## src/rtl/mux_arb_n.sv

```systemverilog
// N-channel mux/arbiter with direct-select or round-robin grant and a registered output stage.
// Define MUX_ARB_LOCK_EN to add the iLock port and round-robin channel locking.
module mux_arb_n #(
  parameter  int unsigned WIDTH = 32,
  parameter  int unsigned N     = 8,
  localparam int unsigned SEL_W = $clog2(N)
) (
  input  logic               clk,
  input  logic               rst,
  input  logic [N*WIDTH-1:0] iC,
  input  logic [N-1:0]       iValid,
  output logic [N-1:0]       oAck,
  input  logic               iMode,
  input  logic [SEL_W-1:0]   iSel,
  output logic [WIDTH-1:0]   oZ,
  output logic [SEL_W-1:0]   oChan,
  output logic               oValid,
  input  logic               iReady
`ifdef MUX_ARB_LOCK_EN
  ,
  input  logic               iLock
`endif
);

  logic [SEL_W-1:0] ptr;
  logic [SEL_W-1:0] gnt;
  logic             gnt_valid;
  logic             load_en;
  logic [WIDTH-1:0] sel_data;
  int unsigned      off;
  int unsigned      best_off;

`ifdef MUX_ARB_LOCK_EN
  logic             lock_held;
  logic [SEL_W-1:0] lock_chan;
`endif

  assign load_en = ~oValid | iReady;

  // Grant selection: direct index, or first requester at or after ptr (wrapping).
  always_comb begin
    gnt       = '0;
    gnt_valid = 1'b0;
    off       = 0;
    best_off  = N;
    if (!iMode) begin
      for (int k = 0; k < int'(N); k++) begin
        if (SEL_W'(k) == iSel && iValid[k]) begin
          gnt       = SEL_W'(k);
          gnt_valid = 1'b1;
        end
      end
`ifdef MUX_ARB_LOCK_EN
    end else if (iLock && lock_held) begin
      // Locked: only the last-granted channel may win.
      for (int k = 0; k < int'(N); k++) begin
        if (SEL_W'(k) == lock_chan && iValid[k]) begin
          gnt       = SEL_W'(k);
          gnt_valid = 1'b1;
        end
      end
`endif
    end else begin
      for (int k = 0; k < int'(N); k++) begin
        if (iValid[k]) begin
          off = (32'(k) >= 32'(ptr)) ? 32'(k) - 32'(ptr) : 32'(k) + N - 32'(ptr);
          if (off < best_off) begin
            best_off  = off;
            gnt       = SEL_W'(k);
            gnt_valid = 1'b1;
          end
        end
      end
    end
  end

  // Data mux for the granted channel.
  always_comb begin
    sel_data = '0;
    for (int k = 0; k < int'(N); k++) begin
      if (SEL_W'(k) == gnt) sel_data = iC[k*WIDTH +: WIDTH];
    end
  end

  assign oAck = (!rst && load_en && gnt_valid) ? (N'(1) << gnt) : '0;

  // Output stage and round-robin pointer.
  always_ff @(posedge clk) begin
    if (rst) begin
      oZ     <= '0;
      oChan  <= '0;
      oValid <= 1'b0;
      ptr    <= '0;
    end else if (load_en) begin
      if (gnt_valid) begin
        oZ     <= sel_data;
        oChan  <= gnt;
        oValid <= 1'b1;
        if (iMode) ptr <= (32'(gnt) == N - 1) ? '0 : gnt + SEL_W'(1);
      end else begin
        oValid <= 1'b0;
      end
    end
  end

`ifdef MUX_ARB_LOCK_EN
  // Lock is taken on a loaded round-robin grant and dropped as soon as iLock falls.
  always_ff @(posedge clk) begin
    if (rst) begin
      lock_held <= 1'b0;
      lock_chan <= '0;
    end else if (!iLock) begin
      lock_held <= 1'b0;
    end else if (iMode && load_en && gnt_valid) begin
      lock_held <= 1'b1;
      lock_chan <= gnt;
    end
  end
`endif

endmodule

```

## config.mk

```make
export PLATFORM = sky130hd
export DESIGN_NAME = mux_arb_n
export DESIGN_NICKNAME = d
export VERILOG_FILES = /design/src/rtl/mux_arb_n.sv
export SDC_FILE = /design/constraint.sdc
export NUM_CORES = 1
export LEC_CHECK = 0
export BUFFER_PORTS_ARGS = -buffer_cell sky130_fd_sc_hd__buf_2
export CAP_MARGIN = 20
export CORE_UTILIZATION = 40
export CTS_CLUSTER_DIAMETER = 40
export CTS_CLUSTER_SIZE = 10
export DETAILED_ROUTE_END_ITERATION = 7
export PLACE_DENSITY = 0.79
export SETUP_SLACK_MARGIN = 0.2
export SYNTH_ARGS = -nofsm -noshare
export SYNTH_HDL_FRONTEND = slang
export SYNTH_SLANG_ARGS = --single-unit
```

## constraint.sdc

```tcl
create_clock -name clk -period 23.1 [get_ports clk]
set_input_delay 4.62 -clock clk [delete_from_list [all_inputs] [get_ports clk]]
set_output_delay 4.62 -clock clk [all_outputs]
set_load 0.005 [all_outputs]
```

==> out/results.ini <==
[floorplanning]
start_util_pct=41.1
die_h_um=133
die_area_um2=17700
rows=47
core-area_um2=16700
die-width_um=133
io_pins=315

[timing]
rsz0062_at_grt=false
slew_violations=0
setup_viol_count_final=0
finalCriticalPeriod_ps=21570
tightest_slew_ps=1020
fin_worst_skew_ps=9.49
max_freq_ghz=0.0464
finalHoldViolCount=0
min_period_over_period_pct=93.4
relSlewSlack_pct=31.9
tns_ps=0

[route]
first_pass_iters=5
antenna_left=0
drc=0
via_per_inst=6.02
wl_per_cell_um=19.7
vias=8924
wl_mm=29.3
first_iter_violations=834

[clock_tree]
cts-root-buf=clkbuf_16
postCtsResizedCells=0
htreeDepth=2
postCtsHoldBufs=0
clk_pin_slew_ps=60
cts_sinks=39
cts_made_buffers=5
cts_buffer_depth=2
cts_setup_buffers=0
clk_latency_ps=300
cts_tree=built

[synthesis]
yosysTopAreaCell=dfxtp_1
synth_edf_count=0
netlist_area_um2=6870
synthTopCellsByArea=dfxtp_1 (11%), ha_1 (10%), a22oi_1 (7.0%), nand2_1 (6.9%), nor2_1 (5.9%)
synth_cell_type_count=76
synth-seq-cells=39
synth.avg_cell_area_um2=6.88
ys.flop_type=dfxtp_1
synthCells=998
async_flop_share_pct=0
synth.top_cell.area_share_pct=11.4
synth_common_cells=nand2_1 (126), nor2_1 (108), a22oi_1 (64)
seq_area_frac_synth_pct=11.4
synth_most_common_cell=nand2_1
yosys_warnings=0

[finish]
area_growth_pct=27.0
layout-drive-gt1-share_pct=32.3
fin_nets=1577
multiInputGateArea_um2=5670
n_fill_cell=1710
regArea_um2=781

[worst_setup_path]
path_class=primary input to output port
worstPathRequired_ps=18480
cp-end-kind=output port
setup.worst_path.start_class=primary input
worst-path-max-fanout=73
arrival_ps=16950
rrSetupSlack_ps=6850
ff2ff_path_depth=64
cp-startpoint=iValid[0]
crit_path_top_delay_cell=ha_4
timing.rr.start=ptr[0]$_SDFFE_PP0P_
worst_path_most_repeated_cell=ha_1
reg2reg_to=oZ[0]$_SDFFE_PP0P_
slowest_delay_ps=590

[global_route]
grt_max_degree=91
grt_pass1_vias=8089
overflow=0
grt_use_total_pct=32.1
antenna_found_initial=12
grt_pass1_wl_mm=44.5

[hold_path]
worstHoldPathCells=2
worstHoldEndpoint=oZ[0]$_SDFFE_PP0P_
holdCritPathClass=flop to flop
worstHoldStart=oZ[0]$_SDFFE_PP0P_

[run]
cap_violations=0

[outcome]
run_status=completed

[placed_design]
dp.final_hpwl_mm=22.3
numPortBuffers=314
gp_congestion=0.962

==> worst max-delay path, delay by kind of cell <==
family                     cells  cell delay [ps]
and+or+nand+nor               14             2760
muxes                          6             2180
AOI/OAI and AO/OA             21             4270
adders and majority gates      8             2500
buffers and inverters          5              590
==> worst max path at each step <==
stage                     endpoint
after floorplan            oAck[3]
after global placement     oAck[6]
after detailed placement   oAck[2]
after CTS                  oAck[2]
after global routing       oAck[2]
final                      oAck[2]
==> sequential cells by signal, summed over array words and instances, names as in the netlist <==
| register | cells |
|---|---|
| oZ | 32 |
| ptr | 3 |
| oValid | 1 |
| oChan | 3 |
==> per-stage QoR <==
step           worst slack (ps)  hold WS [ps]  instance area [um^2]  utilization [%]  instances
2_1_floorplan              2960           448                  6890                -       1003
3_3_place_gp               1800           433                  8520             51.0       1464
3_5_place_dp               1640           438                  8520             51.0       1464
4_1_cts                    1600           453                  8700             52.1       1472
5_1_grt                     624           471                  8720             52.2       1481
6_report                   1530           450                  8730             52.2       1483
==> layer usage <==
| layer | global-route usage, % | wire length [um] | up-vias |
|---|---|---|---|
| met2 | 53.0 | 13900 | 477 |
| met5 | 0 | 10 | - |
| li1 | - | - | 4244 |
| met4 | 15.0 | 1190 | 2 |
| met3 | 5.63 | 2270 | 68 |
| met1 | 40.2 | 11900 | 4133 |
==> cell families (layout without fill, tap and decap cells) <==
logic type               after synthesis  in the layout  share of synthesized area (%)
AO/OA/AOI/OAI                        404            404                           44.2
adder cells (fa/ha/maj)               55             55                           10.0
buffers and inverters                119            368                           7.08
flip-flops                            39             39                           11.4
multiplexers                          18             18                           2.97
other                                  1             17                         0.0546
AND/OR/NAND/NOR                      362            362                           24.3
==> layout by cell type, fill, tap and decap left out, types with 34 or more instances in the layout <==
cell type,Yosys,final
a21o_1,38,38
a21oi_1,45,45
a22oi_1,64,64
a31oi_1,34,34
buf_2,8,314
dfxtp_1,39,39
ha_1,55,51
nand2_1,126,126
nand3_1,39,39
nor2_1,108,107
nor2b_1,36,35
o21a_1,38,38
o21ai_0,43,43
==> final cells by class <==
type	instances	area share, %
clock buffers	6	1.59
well taps	220	3.15
flip-flops and latches	39	8.95
repair buffers	328	19.2
inverters	32	1.38
clock inverters	2	0.401
multi-input cells	845	65.0
diodes	11	0.315
Power is not shown: default switching activity piles up to over one toggle a cycle in this logic, so the estimate is an artifact.
